==> src/rtl/iic_pkg.sv <==
// Purpose: shared types and constants for the I2C register-write controller.
// Latency: n/a (declarations only).
// Backpressure: n/a.
package iic_pkg;

  // Controller states. The five phase states run in this order.
  typedef enum logic [2:0] {
    ST_IDLE,
    ST_START,
    ST_CHIP,
    ST_REG,
    ST_DATA,
    ST_STOP,
    ST_GAP
  } state_e;

  localparam int GAP_CYCLES_DEF = 20;
  localparam int TIMEOUT_DEF    = 255;

  // Value driven on data_out whenever no byte phase is active.
  localparam logic [7:0] IDLE_DATA = 8'hFF;

  // True in the states that wait on a transmitter finish input.
  function automatic logic is_phase(state_e s);
    return (s == ST_START) || (s == ST_CHIP) || (s == ST_REG) ||
           (s == ST_DATA)  || (s == ST_STOP);
  endfunction

endpackage

==> src/rtl/iic_wr_ctrl_if.sv <==
// Purpose: command-side bundle of the write controller (command handshake plus status).
// Latency: n/a (wires only).
// Backpressure: cmd_valid/cmd_ready; a command moves only when both are high on a clock edge.
interface iic_wr_ctrl_if;

  logic       cmd_valid;
  logic       cmd_ready;
  logic [6:0] cmd_chip;
  logic [7:0] cmd_reg;
  logic [7:0] cmd_data;
  logic       busy;
  logic       done;
  logic       err;

  // Command issuer side.
  modport master (
    output cmd_valid, cmd_chip, cmd_reg, cmd_data,
    input  cmd_ready, busy, done, err
  );

  // Controller side.
  modport slave (
    input  cmd_valid, cmd_chip, cmd_reg, cmd_data,
    output cmd_ready, busy, done, err
  );

endinterface

==> src/rtl/iic_phase_timer.sv <==
// Purpose: saturating cycle counter that flags when a limit has been reached.
// Latency: expired reflects the registered count; clear takes effect on the next edge.
// Backpressure: none; the count holds at the limit instead of wrapping.
module iic_phase_timer #(
  parameter int WIDTH = 8
) (
  input  logic             clk,
  input  logic             rst,
  input  logic             clear,
  input  logic             enable,
  input  logic [WIDTH-1:0] limit,
  output logic             expired
);

  logic [WIDTH-1:0] cnt_q;
  logic [WIDTH-1:0] cnt_d;

  // Next count: clear wins, otherwise count up while enabled and stop at the limit.
  always_comb begin
    cnt_d = cnt_q;
    if (clear) begin
      cnt_d = '0;
    end else if (enable && (cnt_q != limit)) begin
      cnt_d = cnt_q + WIDTH'(1);
    end
  end

  // Count register.
  always_ff @(posedge clk) begin
    if (rst) begin
      cnt_q <= '0;
    end else begin
      cnt_q <= cnt_d;
    end
  end

  assign expired = enable && (cnt_q == limit);

endmodule

==> src/rtl/iic_wr_ctrl.sv <==
// Purpose: sequences START/CHIP/REG/DATA/STOP requests for one I2C register write, then a bus-idle gap.
// Latency: START is requested the cycle after acceptance; each phase ends on the edge its finish input is seen.
// Backpressure: cmd_ready only in IDLE; a phase whose finish never arrives is abandoned after TIMEOUT clocks.
module iic_wr_ctrl
  import iic_pkg::*;
#(
  parameter int GAP_CYCLES = GAP_CYCLES_DEF,  // must be at least 1
  parameter int TIMEOUT    = TIMEOUT_DEF      // must be at least 1
) (
  input  logic                clk,
  input  logic                rst,
  iic_wr_ctrl_if.slave        cmd_if,
  output logic                trans_start,
  output logic                trans_chip,
  output logic                trans_reg,
  output logic                trans_data,
  output logic                trans_stop,
  input  logic                finish_start,
  input  logic                finish_chip,
  input  logic                finish_reg,
  input  logic                finish_data,
  input  logic                finish_stop,
  output logic [7:0]          data_out
);

  localparam int TW = $clog2(TIMEOUT + 1);
  localparam int GW = (GAP_CYCLES > 1) ? $clog2(GAP_CYCLES + 1) : 1;

  localparam logic [TW-1:0] PHASE_LIMIT = TW'(TIMEOUT);
  // The gap counter starts at 0 on entry, so GAP_CYCLES clocks end at GAP_CYCLES-1.
  localparam logic [GW-1:0] GAP_LIMIT   = GW'(GAP_CYCLES - 1);

  state_e     state_q,    state_d;
  logic [6:0] chip_q,     chip_d;
  logic [7:0] reg_q,      reg_d;
  logic [7:0] data_q,     data_d;
  logic       err_flag_q, err_flag_d;
  logic       done_q,     done_d;
  logic       err_q,      err_d;

  logic       state_chg;
  logic       phase_exp;
  logic       gap_exp;

  // Both timers restart whenever the state changes.
  assign state_chg = (state_d != state_q);

  iic_phase_timer #(.WIDTH(TW)) u_phase_timer (
    .clk     (clk),
    .rst     (rst),
    .clear   (state_chg),
    .enable  (is_phase(state_q)),
    .limit   (PHASE_LIMIT),
    .expired (phase_exp)
  );

  iic_phase_timer #(.WIDTH(GW)) u_gap_timer (
    .clk     (clk),
    .rst     (rst),
    .clear   (state_chg),
    .enable  (state_q == ST_GAP),
    .limit   (GAP_LIMIT),
    .expired (gap_exp)
  );

  // Next state, command latch and completion pulses; a finish input beats a same-cycle timeout.
  always_comb begin
    state_d    = state_q;
    chip_d     = chip_q;
    reg_d      = reg_q;
    data_d     = data_q;
    err_flag_d = err_flag_q;
    done_d     = 1'b0;
    err_d      = 1'b0;
    case (state_q)
      ST_IDLE: begin
        if (cmd_if.cmd_valid) begin
          chip_d     = cmd_if.cmd_chip;
          reg_d      = cmd_if.cmd_reg;
          data_d     = cmd_if.cmd_data;
          err_flag_d = 1'b0;
          state_d    = ST_START;
        end
      end
      ST_START: begin
        if (finish_start) begin
          state_d = ST_CHIP;
        end else if (phase_exp) begin
          state_d    = ST_STOP;
          err_flag_d = 1'b1;
        end
      end
      ST_CHIP: begin
        if (finish_chip) begin
          state_d = ST_REG;
        end else if (phase_exp) begin
          state_d    = ST_STOP;
          err_flag_d = 1'b1;
        end
      end
      ST_REG: begin
        if (finish_reg) begin
          state_d = ST_DATA;
        end else if (phase_exp) begin
          state_d    = ST_STOP;
          err_flag_d = 1'b1;
        end
      end
      ST_DATA: begin
        if (finish_data) begin
          state_d = ST_STOP;
        end else if (phase_exp) begin
          state_d    = ST_STOP;
          err_flag_d = 1'b1;
        end
      end
      ST_STOP: begin
        if (finish_stop) begin
          state_d = ST_GAP;
          done_d  = 1'b1;
          err_d   = err_flag_q;
        end else if (phase_exp) begin
          state_d    = ST_GAP;
          done_d     = 1'b1;
          err_d      = 1'b1;
          err_flag_d = 1'b1;
        end
      end
      ST_GAP: begin
        if (gap_exp) begin
          state_d = ST_IDLE;
        end
      end
      default: begin
        state_d = ST_IDLE;
      end
    endcase
  end

  // State, latched command and pulse registers; reset drops any transaction in flight.
  always_ff @(posedge clk) begin
    if (rst) begin
      state_q    <= ST_IDLE;
      chip_q     <= '0;
      reg_q      <= '0;
      data_q     <= '0;
      err_flag_q <= 1'b0;
      done_q     <= 1'b0;
      err_q      <= 1'b0;
    end else begin
      state_q    <= state_d;
      chip_q     <= chip_d;
      reg_q      <= reg_d;
      data_q     <= data_d;
      err_flag_q <= err_flag_d;
      done_q     <= done_d;
      err_q      <= err_d;
    end
  end

  // Moore decode of the phase requests and the transmitter byte.
  always_comb begin
    trans_start = 1'b0;
    trans_chip  = 1'b0;
    trans_reg   = 1'b0;
    trans_data  = 1'b0;
    trans_stop  = 1'b0;
    data_out    = IDLE_DATA;
    case (state_q)
      ST_START: trans_start = 1'b1;
      ST_CHIP: begin
        trans_chip = 1'b1;
        data_out   = {chip_q, 1'b0};
      end
      ST_REG: begin
        trans_reg = 1'b1;
        data_out  = reg_q;
      end
      ST_DATA: begin
        trans_data = 1'b1;
        data_out   = data_q;
      end
      ST_STOP: trans_stop = 1'b1;
      default: ;
    endcase
  end

  assign cmd_if.cmd_ready = (state_q == ST_IDLE);
  assign cmd_if.busy      = (state_q != ST_IDLE);
  assign cmd_if.done      = done_q;
  assign cmd_if.err       = err_q;

endmodule

==> src/flat_wrapper.sv <==
// flat-port wrapper written by rule: the top's interface ports become plain ports
module iic_wr_ctrl_flat import iic_pkg::*;
#(
  parameter int GAP_CYCLES = GAP_CYCLES_DEF,                       
  parameter int TIMEOUT    = TIMEOUT_DEF                           
)
  (clk, rst, trans_start, trans_chip, trans_reg, trans_data, trans_stop, finish_start, finish_chip, finish_reg, finish_data, finish_stop, data_out, cmd_if_cmd_valid, cmd_if_cmd_chip, cmd_if_cmd_reg, cmd_if_cmd_data, cmd_if_cmd_ready, cmd_if_busy, cmd_if_done, cmd_if_err);
  iic_wr_ctrl_if cmd_if_i ();
  input  logic clk;
  input  logic rst;
  output logic trans_start;
  output logic trans_chip;
  output logic trans_reg;
  output logic trans_data;
  output logic trans_stop;
  input  logic finish_start;
  input  logic finish_chip;
  input  logic finish_reg;
  input  logic finish_data;
  input  logic finish_stop;
  output logic [7:0] data_out;
  input wire logic [$bits(cmd_if_i.cmd_valid)-1:0] cmd_if_cmd_valid;
  input wire logic [$bits(cmd_if_i.cmd_chip)-1:0] cmd_if_cmd_chip;
  input wire logic [$bits(cmd_if_i.cmd_reg)-1:0] cmd_if_cmd_reg;
  input wire logic [$bits(cmd_if_i.cmd_data)-1:0] cmd_if_cmd_data;
  output wire logic [$bits(cmd_if_i.cmd_ready)-1:0] cmd_if_cmd_ready;
  output wire logic [$bits(cmd_if_i.busy)-1:0] cmd_if_busy;
  output wire logic [$bits(cmd_if_i.done)-1:0] cmd_if_done;
  output wire logic [$bits(cmd_if_i.err)-1:0] cmd_if_err;
  assign cmd_if_i.cmd_valid = cmd_if_cmd_valid;
  assign cmd_if_i.cmd_chip = cmd_if_cmd_chip;
  assign cmd_if_i.cmd_reg = cmd_if_cmd_reg;
  assign cmd_if_i.cmd_data = cmd_if_cmd_data;
  assign cmd_if_cmd_ready = cmd_if_i.cmd_ready;
  assign cmd_if_busy = cmd_if_i.busy;
  assign cmd_if_done = cmd_if_i.done;
  assign cmd_if_err = cmd_if_i.err;
  iic_wr_ctrl #(.GAP_CYCLES(GAP_CYCLES), .TIMEOUT(TIMEOUT)) u_core (.clk(clk), .rst(rst), .cmd_if(cmd_if_i), .trans_start(trans_start), .trans_chip(trans_chip), .trans_reg(trans_reg), .trans_data(trans_data), .trans_stop(trans_stop), .finish_start(finish_start), .finish_chip(finish_chip), .finish_reg(finish_reg), .finish_data(finish_data), .finish_stop(finish_stop), .data_out(data_out));
endmodule
==> config.mk <==
export PLATFORM = sky130hd
export DESIGN_NAME = iic_wr_ctrl_flat
export DESIGN_NICKNAME = d
export VERILOG_FILES = /design/src/rtl/iic_pkg.sv /design/src/rtl/iic_wr_ctrl_if.sv /design/src/rtl/iic_phase_timer.sv /design/src/rtl/iic_wr_ctrl.sv /design/src/flat_wrapper.sv
export SDC_FILE = /design/constraint.sdc
export NUM_CORES = 1
export LEC_CHECK = 0
export ABC_AREA = 1
export CAP_MARGIN = 10
export CORE_ASPECT_RATIO = 0.7
export CORE_MARGIN = 2
export CORE_UTILIZATION = 41
export CTS_CLUSTER_SIZE = 16
export DETAILED_ROUTE_END_ITERATION = 10
export GPL_ROUTABILITY_DRIVEN = 1
export PLACE_DENSITY = 0.68
export SETUP_SLACK_MARGIN = 0.4
export SKIP_LAST_GASP = 1
export SYNTH_ARGS = -nofsm -noshare
export SYNTH_HDL_FRONTEND = slang
export SYNTH_SLANG_ARGS = --single-unit
==> constraint.sdc <==
create_clock -name clk -period 1.9 [get_ports clk]
set_input_delay 0.38 -clock clk [delete_from_list [all_inputs] [get_ports clk]]
set_output_delay 0.38 -clock clk [all_outputs]
set_load 0.01 [all_outputs]
==> reports/metrics.cfg <==
[routing]
drc_errors = 0
avgRoutedWirePerCell_microns = 13.54
final_antenna_net_count = 0
firstDrtPassIters = 4
viasPerCell = 4.883
drt-total-wl_mm = 6.146
vias = 2217
drt_iter0_drc = 114

[worst_setup_path]
end_kind = primary output
start_kind = flop
ff2ff_path_depth = 15
cp.arrival_ns = 1.38
crit_type = flop to primary output
r2r_end = u_core.u_gap_timer.cnt_q[3]
required_ns = 1.52
r2r-start = u_core.state_q[1]
cp_max_fo = 7
r2r_slack_ns = 0.17

[synth]
syn_avg_cell_area_sq_um = 7.009
ys_top_cells_by_count = 66 x nand2_1, 42 x dfxtp_1, 42 x inv_1
synth_area_leaders = dfxtp_1 41%, nand2_1 12%, inv_1 7.7%
yosysSeqAreaShare = 0.4080
yosysMostFrequentCell = nand2_1
yosys_warnings = 0
ys_ff_latch = 42
synth_top_area_share = 0.4080
synthArstFlopShare = 0
synth_flop_cell = dfxtp_1
synth_edf_count = 0
ys_types = 29
syn_area_sq_um = 2061
synth_top_area_cell = dfxtp_1
synthCells = 294
syn_nets = 327

[global_routing]
antenna_found_initial = 0
grt_pass1_vias = 2119
overflow = 0
grt_pass1_wl_mm = 9.653
grt_start_max_net_pins = 35
grt_usage = 0.2194

[timing]
hold_violations = 0
skew_ns = 0.006867
worst_slew_pin_slew_ns = 0.3884
rsz0062_at_grt = true
period_needed_ns = 1.757
max_freq_ghz = 0.5690
setup_viol = 0
slew_headroom = 0.7403
period_share = 0.9250
maxSlewViolCount = 0

[power]
peakVddDrop_mv = 0.2877
power_density_nw_per_um2 = 598.8
p_leak_uw = 0.001395

[job]
drv_cap = 0

[die]
io_pins = 48
rows = 21
start_util = 0.4286
die_w_microns = 88.74
die_y_microns = 63.32
core_area_sq_um = 4808
dieArea_sq_um = 5618

[final_layout]
stdcell_area_sq_um = 3262
n_antenna_cell = 0
final_cells = 454
area_growth_pct = 58.29
fillers = 392
postLayoutCoreUtil = 0.6784
drive_gt1_frac = 0.2987
fin_nets = 417

[cts]
postCtsHoldBufs = 0
path_clk_slew_ns = 0.08
cts_sinks = 42
clock_latency_ns = 0.29
cts_buffers = 5
root_buffer = clkbuf_8
cts_tree = yes
cts_buffer_depth = 2
htreeDepth = 2

[place]
io_buffer_count = 47
hpwlAfterDp_mm = 4.215
placed_cells = 435
gp_congestion = 0.8688
dpl_cell_area_sq_um = 2867

[worst_hold_path]
hold_path.class = flop to flop
whs_endpoint = u_core.cmd_if.err
hold_depth = 2
holdCritStartpoint = u_core.err_flag_q

[status]
outcome = complete, no violations

[kinds of logic after synthesis]
logic type,count (synthesis),share of synthesized area
DFF,42,0.4080
muxes,1,0.004858
buffers and inverters,55,0.1038
AOI/OAI and AO/OA,57,0.1621
adders and majority gates,2,0.01214
xor gates and xnor gates,11,0.04675
and+or+nand+nor,126,0.2623
[cell usage in the layout (no fill, tap or decap), types with 5 or more instances in the layout]
master and n:
a21oi_1 29, buf_2 8, buf_4 34, buf_6 16, clkbuf_8 5, clkdlybuf4s50_1 30, dfxtp_1 38, inv_1 37
nand2_1 58, nand2_2 6, nand3_1 20, nor2_1 19, nor2_2 5, nor2_4 6, o2111ai_2 5, o21ai_0 9
xor2_1 7
[power breakdown]
group | switching, uW | leakage (uW) | internal, uW | total, uW
clock | 288 | 0.0000524 | 393 | 681
combinational | 165 | 0.000997 | 167 | 333
sequential | 21.7 | 0.000346 | 917 | 939
total | 475 | 0.00139 | 1480 | 1950
[critical path: stages, from the launching register on]
cell       delay [ns]
dfxtp_4          0.38
buf_4            0.15
nand2_4          0.09
buf_8            0.15
o2111ai_2        0.16
buf_2            0.16
[timing repair]
item                                    in CTS  in global routing
gates resized for setup                    113                 25
buffers inserted                            10                  1
pin swaps                                   12                 10
endpoints found under the setup margin      31                 49
[area by class of cell]
| class | instances | area (sq um) | share of cell area |
|---|---|---|---|
| Clock buffer | 7 | 76.32 | 0.02340 |
| Timing Repair Buffer | 93 | 843.3 | 0.2585 |
| Tap cell | 69 | 86.33 | 0.02647 |
| Multi-Input combinational cell | 197 | 1194 | 0.3659 |
| Inverter | 45 | 178.9 | 0.05485 |
| Sequential cell | 42 | 853.3 | 0.2616 |
| Clock inverter | 1 | 30.03 | 0.009206 |
[registers in the layout, indices dropped and copies added (netlist names)]
register                    cells
u_core.u_gap_timer.cnt_q        5
u_core.data_q                   8
u_core.chip_q                   7
u_core.state_q                  3
u_core.u_phase_timer.cnt_q      8
u_core.cmd_if.done              1
u_core.reg_q                    8
u_core.cmd_if.err               1
u_core.err_flag_q               1
[per-layer routing]
metal  vias up  wire length (microns)  GRT usage
li1       1128                      -          -
met1      1006                   2915     0.3150
met2        72                   2768     0.3256
met3        11                    379    0.05374
met4         0                     83    0.06061
met5         -                      0          0
[stage by stage]
stage	hold slack, ns	setup WS [ns]	setup TNS (ns)	total power, uW
global placement	0.4405	-0.03618	-0.07808	1242
floorplan	0.4285	0.4044	0	1090
global route	0.4917	0.06526	0	2034
finish	0.4763	0.1426	0	1953
detailed placement	0.4484	-0.03866	-0.06829	1246
CTS	0.4593	0.1370	0	1938
[worst max path at each step]
stage                                                to  depth (start not counted)                     startpoint
after global placement                      data_out[1]                          5              u_core.state_q[0]
after detailed placement                    data_out[1]                          5              u_core.state_q[0]
after floorplan           u_core.u_phase_timer.cnt_q[5]                         10  u_core.u_phase_timer.cnt_q[0]
final                                       data_out[1]                          5              u_core.state_q[2]
after CTS                                   data_out[7]                          9              u_core.state_q[2]
after global routing        u_core.u_gap_timer.cnt_q[1]                         12              u_core.state_q[2]
No activity file was read; power rests on OpenSTA's default activity.
